## config.mk

```make
export PLATFORM = sky130hd
export DESIGN_NAME = word_byte_unpacker
export DESIGN_NICKNAME = d
export VERILOG_FILES = /design/src/rtl/word_byte_unpacker.sv
export SDC_FILE = /design/constraint.sdc
export NUM_CORES = 1
export LEC_CHECK = 0
export CAP_MARGIN = 0
export CORE_ASPECT_RATIO = 1.25
export CORE_MARGIN = 4
export CORE_UTILIZATION = 35
export DETAILED_ROUTE_END_ITERATION = 7
export MAX_ROUTING_LAYER = met4
export PLACE_DENSITY_LB_ADDON = 0.15
export SLEW_MARGIN = 40
export SYNTH_ARGS = -nofsm -noshare
export SYNTH_HDL_FRONTEND = slang
export SYNTH_SLANG_ARGS = --single-unit
```

## constraint.sdc

```tcl
create_clock -name clk -period 4 [get_ports clk]
set_input_delay 0.6 -clock clk [delete_from_list [all_inputs] [get_ports clk]]
set_output_delay 0.6 -clock clk [all_outputs]
set_load 0.005 [all_outputs]
```

## src/rtl/word_byte_unpacker.sv

```systemverilog
// Streaming word-to-byte serializer: accepts one DATA_W-bit word on a valid/ready
// slave port and emits 1..NB of its bytes, MSB-first or LSB-first, one per cycle.
module word_byte_unpacker #(
    parameter int unsigned DATA_W = 32,
    parameter int unsigned CNT_W  = 16,
    localparam int unsigned NB    = DATA_W / 8,
    localparam int unsigned SEL_W = (NB > 1) ? $clog2(NB) : 1
) (
    input  logic              clk,
    input  logic              rst,
    input  logic              s_valid,
    output logic              s_ready,
    input  logic [DATA_W-1:0] s_data,
    input  logic              s_lsb_first,
    input  logic [SEL_W-1:0]  s_nbytes,
    output logic              m_valid,
    input  logic              m_ready,
    output logic [7:0]        m_data,
    output logic              m_last,
    output logic              busy,
    output logic [CNT_W-1:0]  word_cnt
);

    typedef enum logic {
        IDLE = 1'b0,
        SEND = 1'b1
    } state_t;

    state_t              state_q, state_d;
    logic [DATA_W-1:0]   shift_q, shift_d;
    logic [SEL_W-1:0]    remain_q, remain_d;
    logic [CNT_W-1:0]    cnt_q, cnt_d;
    logic [DATA_W-1:0]   s_data_rev;
    logic                accept;
    logic                xfer;

    // Output slot is always shift_q[7:0]; MSB-first words are stored byte-reversed
    // so both orders drain with the same right shift.
    assign m_valid  = (state_q == SEND);
    assign m_last   = m_valid && (remain_q == '0);
    assign m_data   = shift_q[7:0];
    assign busy     = (state_q == SEND);
    assign word_cnt = cnt_q;
    assign s_ready  = (state_q == IDLE) || (m_last && m_ready);
    assign accept   = s_valid && s_ready;
    assign xfer     = m_valid && m_ready;

    // Byte-reverse the incoming word for MSB-first emission.
    always_comb begin
        s_data_rev = '0;
        for (int i = 0; i < int'(NB); i++) begin
            s_data_rev[i*8 +: 8] = s_data[(int'(NB) - 1 - i)*8 +: 8];
        end
    end

    // Next-state: drain on transfer, load a new word on accept (accept wins).
    always_comb begin
        state_d  = state_q;
        shift_d  = shift_q;
        remain_d = remain_q;
        cnt_d    = cnt_q;
        if (xfer) begin
            shift_d  = shift_q >> 8;
            remain_d = remain_q - SEL_W'(1);
            if (m_last) begin
                cnt_d   = cnt_q + CNT_W'(1);
                state_d = IDLE;
            end
        end
        if (accept) begin
            shift_d  = s_lsb_first ? s_data : s_data_rev;
            remain_d = s_nbytes;
            state_d  = SEND;
        end
    end

    // State and datapath registers with synchronous reset.
    always_ff @(posedge clk) begin
        if (rst) begin
            state_q  <= IDLE;
            shift_q  <= '0;
            remain_q <= '0;
            cnt_q    <= '0;
        end else begin
            state_q  <= state_d;
            shift_q  <= shift_d;
            remain_q <= remain_d;
            cnt_q    <= cnt_d;
        end
    end

endmodule

```

==> results of run 1 <==
==> kinds of logic after synthesis <==
group / count (synthesis) / share of synthesized area
AO/OA/AOI/OAI: 73 / 0.149
XOR/XNOR: 10 / 0.0324
adder cells (fa/ha/maj): 2 / 0.00926
buffers and inverters: 41 / 0.0820
flip-flops: 51 / 0.378
multiplexers: 33 / 0.126
AND/OR/NAND/NOR: 105 / 0.223
==> layout make-up <==
class / instances / share of cell area
Clock inverter: 2 / 0.00368
Inverter: 5 / 0.00552
Multi-Input combinational cell: 223 / 0.433
Sequential cell: 51 / 0.300
Timing Repair Buffer: 70 / 0.202
Clock buffer: 6 / 0.0213
Tap cell: 92 / 0.0338
==> final timing paths <==
kind / end / slack [ns]
setup / recovery: s_ready / 1.10
hold / removal: remain_q[1] / 0.48
setup reg to reg: word_cnt[15] / 1.92
hold reg to reg: remain_q[1] / 0.48
==> flip-flops by register name, indices dropped and copies added (netlist names) <==
signal	flops
shift_q	32
word_cnt	16
remain_q	2
busy	1
==> report_power, final <==
part | switching [W] | internal (W) | total, W
registers | 0.0000167 | 0.000537 | 0.000554
clock network | 0.000174 | 0.000123 | 0.000297
logic | 0.0000996 | 0.000107 | 0.000207
==> tightest hold or removal path, cell delays in order, from the launching register on <==
cell and delay (ns):
dfxtp_1 0.31, inv_1 0.06, a211oi_1 0.06
==> routing by layer <==
layer	share of wire	up-vias
met4	0.011	0
met3	0.074	7
met5	0	-
li1	-	1203
met2	0.50	74
met1	0.42	1096
==> per-stage QoR <==
step	util	power, W	worst slack [ns]	std cells	cell area (sq um)
after detailed placement	0.445	0.000775	1.12	441	3310
after CTS	0.456	0.00107	1.10	449	3400
after global placement	0.445	0.000774	1.12	441	3310
after floorplan	-	0.000694	2.16	315	2700
final	0.457	0.00106	1.10	449	3400
after global routing	0.457	0.00111	0.984	449	3400
==> placed cells by master, fill, tap and decap left out, types with 3 or more instances in the layout <==
master | netlist | layout
nor2_1 | 19 | 19
nor3_1 | 3 | 3
nand2_1 | 6 | 6
mux2_2 | 8 | 8
clkdlybuf4s50_1 | 0 | 65
o21ai_1 | 5 | 5
nor4_1 | 3 | 3
a22oi_1 | 8 | 8
nand3_1 | 29 | 29
xor2_1 | 3 | 3
o21ai_0 | 46 | 46
or3_1 | 4 | 4
xnor2_1 | 7 | 7
nand3b_1 | 24 | 24
nand4_1 | 6 | 6
buf_4 | 11 | 5
mux2i_1 | 25 | 24
clkbuf_8 | 0 | 5
a21oi_1 | 8 | 8
inv_1 | 5 | 5
dfxtp_1 | 51 | 51
==> flow_summary.json, run 1 <==
{
  "synth_area_sq_mm": 0.00270,
  "grt_max_degree": 43,
  "ys_types": 38,
  "critical-path-top-delay-family": "buffers and inverters",
  "vias": 2380,
  "route.detailed.drc": 0,
  "hold_class": "register to register",
  "final_antenna_net_count": 0,
  "ys_seq_area_frac": 0.378,
  "hold_depth": 2,
  "fillerInstances": 749,
  "synth_common_cells": "dfxtp_1 (51), o21ai_0 (46), nand3_1 (29), mux2i_1 (25), nand3b_1 (24)",
  "cp.depth": 4,
  "clockBufferDepth": 2,
  "use_met1": 0.178,
  "core-area_sq_mm": 0.00744,
  "grt_pass1_vias": 2292,
  "antenna_found_initial": 0,
  "seqCellArea_sq_mm": 0.00102,
  "synthArstFlopShare": 0,
  "slew_headroom": 0.623,
  "synth.area.top_cells": "dfxtp_1 (38%), mux2i_1 (9.3%), o21ai_0 (8.5%)",
  "whs_ns": 0.475,
  "path_clk_slew_ns": 0.10,
  "hold_violations": 0,
  "synthFlopType": "dfxtp_1",
  "startpoint": "m_ready",
  "nets": 397,
  "drt-pass1-iter-count": 4,
  "skew_ns": 0.00923,
  "fin_crit_sh": 0.726,
  "clock_sinks": 51,
  "fin_crit_ns": 2.90,
  "avgSynthCellArea_sq_um": 8.58,
  "cts_tree": "yes",
  "fmaxAchievable_mhz": 344,
  "cp.arrival_ns": 2.30,
  "synth_seq_cells": 51,
  "clk_latency_ns": 0.30,
  "path_class": "input port to primary output",
  "postCtsSetupBuffers": 0,
  "multi_input_area_sq_mm": 0.00147,
  "critPathSlowestCell": "clkdlybuf4s50_1",
  "synthCells": 315,
  "hpwl_um": 4860,
  "cts_max_level": 2,
  "critical_path.max_stage_delay_ns": 0.61,
  "fin_setup_tns_ns": 0,
  "ir_drop_uv": 159,
  "track_usage": 0.154,
  "die_h_um": 106,
  "area_growth_pct": 25.9,
  "synth_edf_count": 0,
  "power_density_mw_per_mm2": 311,
  "yosys_warnings": 0,
  "die_w_um": 86.6,
  "cts.hold.buffers_added": 0,
  "grt_pass1_wl_um": 11000,
  "die-area_sq_mm": 0.00920,
  "grt_busiest_layer": "met2",
  "cpMostUsedCell": "clkdlybuf4s50_1",
  "vias_per_cell": 5.30,
  "routedWlPerCell_um": 15.1,
  "syn_nets": 356,
  "maxCapViolCount": 0,
  "cp-start-kind": "input port",
  "status": "completed",
  "layout-drive-gt1-share": 0.0756,
  "cts-root-buf": "clkbuf_8",
  "gp_congestion": 0.775,
  "rows": 35,
  "n_antenna_cell": 0,
  "critPathCaptureType": "primary output",
  "r2r-start": "word_cnt[2]",
  "leakagePower_nw": 1.20,
  "slew_viol_final": 0,
  "grtUsageMet3": 0.0388,
  "totalWireLength_um": 6800,
  "yosys.area.top_type_share": 0.378,
  "post-synth-top-area-cell": "dfxtp_1",
  "worst-endpoint-required_ns": 3.40,
  "drt-initial-drc-count": 120,
  "finalSetupViolations": 0,
  "initial_core_util": 0.363,
  "yosys.cell_count.top_type": "dfxtp_1",
  "ios": 67,
  "crit_fanout": 22,
  "crit_chain": "clkdlybuf4s50_1 -> a21bo_1 -> buf_4 -> clkdlybuf4s50_1",
  "worst_slew_pin_slew_ns": 0.565,
  "rsz0062_at_grt": "no",
  "use_met2": 0.266,
  "grt-ovfl-total": 0,
  "portBuffers": 66,
  "cts.repair.resized": 0,
  "reg2reg_depth": 4,
  "cts_made_buffers": 5,
  "worst-path-buf-inv": 3,
  "hold_start": "remain_q[1]"
}
Note: power is estimated with default switching activity, not from simulation.
==> run 2: changes to the inputs <==
==> constraint.sdc (replaced) <==
create_clock -name clk -period 2.4 [get_ports clk]
set_input_delay 0.36 -clock clk [delete_from_list [all_inputs] [get_ports clk]]
set_output_delay 0.36 -clock clk [all_outputs]
set_load 0.005 [all_outputs]
==> run 2 against run 1 <==
Sequential share of layout area fell by 0.66 points; final area rose by 2.2%; global-route usage rose by 0.54 points.
==> flow_summary.json, run 2 (synthesized netlist as in run 1, its figures left out) <==
{
  "final_common_cell": "clkdlybuf4s50_1",
  "hold_class": "register to register",
  "final_cell_mix": "clkdlybuf4s50_1 (65), dfxtp_1 (51), o21ai_0 (46), nand3_1 (29)",
  "multi_input_area_sq_mm": 0.00147,
  "hpwl_um": 5190,
  "crit_fanout": 6,
  "r2r-start": "remain_q[0]",
  "reg2reg_slack_ns": 0.56,
  "worst-path-buf-inv": 2,
  "die_h_um": 106,
  "rows": 35,
  "status": "completed",
  "cp.arrival_ns": 1.76,
  "core-area_sq_mm": 0.00744,
  "n_antenna_cell": 0,
  "clockBufferDepth": 2,
  "crit_chain": "clkdlybuf4s50_1 -> a21bo_1 -> clkdlybuf4s50_1",
  "fin_crit_sh": 0.882,
  "seqCellArea_sq_mm": 0.00102,
  "skew_ns": 0.00473,
  "route.detailed.drc": 0,
  "cts_max_level": 2,
  "grt-ovfl-total": 0,
  "postCtsSetupBuffers": 0,
  "top_register": "shift_q",
  "die_w_um": 86.6,
  "grt_pass1_wl_um": 11400,
  "cts.hold.buffers_added": 0,
  "cp.depth": 3,
  "vias": 2386,
  "startpoint": "m_ready",
  "final_antenna_net_count": 0,
  "clk_latency_ns": 0.30,
  "finish.utilization": 0.467,
  "critical-path-top-delay-family": "buffers and inverters",
  "fillerInstances": 761,
  "path_clk_slew_ns": 0.09,
  "endpoint": "s_ready",
  "portBuffers": 66,
  "slew_headroom": 0.701,
  "antenna_found_initial": 0,
  "vias_per_cell": 5.23,
  "nets": 404,
  "fin_total_pwr_w": 0.00182,
  "clock_sinks": 51,
  "fmaxAchievable_mhz": 473,
  "layout-drive-gt1-share": 0.0907,
  "cpMostUsedCell": "clkdlybuf4s50_1",
  "initial_core_util": 0.363,
  "critPathCaptureType": "primary output",
  "finalSetupViolations": 0,
  "cp-start-kind": "input port",
  "leakagePower_nw": 1.25,
  "gp_congestion": 0.773,
  "die-area_sq_mm": 0.00920,
  "area_growth_pct": 28.7,
  "critical_path.max_stage_delay_ns": 0.62,
  "ir_drop_uv": 301,
  "cts-root-buf": "clkbuf_8",
  "whs_ns": 0.476,
  "reg2reg_depth": 7,
  "fin_setup_tns_ns": 0,
  "path_class": "input port to primary output",
  "pre_cts_ws_ns": 0.200,
  "critPathSlowestCell": "clkdlybuf4s50_1",
  "grt_max_degree": 27,
  "routedWlPerCell_um": 15.1,
  "cts.repair.resized": 0,
  "track_usage": 0.160,
  "largest_reg_flops": 32,
  "worst-endpoint-required_ns": 2.04,
  "drt-pass1-iter-count": 4,
  "cts_tree": "yes",
  "setup_slack_ns": 0.284,
  "cts_made_buffers": 5,
  "slew_viol_final": 0,
  "power_density_mw_per_mm2": 525,
  "ios": 67,
  "rsz0062_at_grt": "no",
  "worst_slew_pin_slew_ns": 0.448,
  "grt_pass1_vias": 2289,
  "r2r_end": "shift_q[10]",
  "drt-initial-drc-count": 78,
  "totalWireLength_um": 6900,
  "hold_violations": 0,
  "fin_crit_ns": 2.12,
  "maxCapViolCount": 0
}
==> run 2: worst min path at each step <==
stage	from	endpoint	slack (ns)	cells past startpoint
CTS	remain_q[1]	remain_q[1]	0.48	2
global route	shift_q[13]	shift_q[13]	0.51	2
finish	remain_q[1]	remain_q[1]	0.48	2
floorplan	remain_q[1]	remain_q[1]	0.44	2
detailed placement	remain_q[1]	remain_q[1]	0.46	2
global placement	remain_q[1]	remain_q[1]	0.46	2
==> run 2: worst reg2reg max path: cells and delay by family, from the launching register on <==
kind / cells / cell delay, ns
AOI/OAI and AO/OA: 3 / 0.50
DFF: 1 / 0.35
and+or+nand+nor: 1 / 0.31
buffers and inverters: 2 / 0.29
adders and majority gates: 1 / 0.26
==> run 2: where the power goes <==
group	total, W	internal (W)	switching (W)
registers	0.000925	0.000895	0.0000296
clock network	0.000540	0.000264	0.000276
logic	0.000359	0.000188	0.000171
total	0.00182	0.00135	0.000476
==> run 2: final cells by class <==
type / count / share of cell area
Timing Repair Buffer: 77 / 0.216
Inverter: 5 / 0.00540
Clock buffer: 8 / 0.0288
Tap cell: 92 / 0.0331
Multi-Input combinational cell: 223 / 0.423
Sequential cell: 51 / 0.294
==> run 2: stage by stage <==
step | std cells | area (sq um)
6_report | 456 | 3480
2_1_floorplan | 315 | 2700
4_1_cts | 456 | 3480
3_3_place_gp | 448 | 3380
3_5_place_dp | 448 | 3380
5_1_grt | 456 | 3480
==> run 2: layer usage <==
layer  track usage  routed length [um]  up-vias
li1              -                   -     1215
met1         0.191                2940     1104
met2         0.274                3480       62
met3        0.0349                 407        5
met4        0.0334                  69        0
met5             -                   0        -
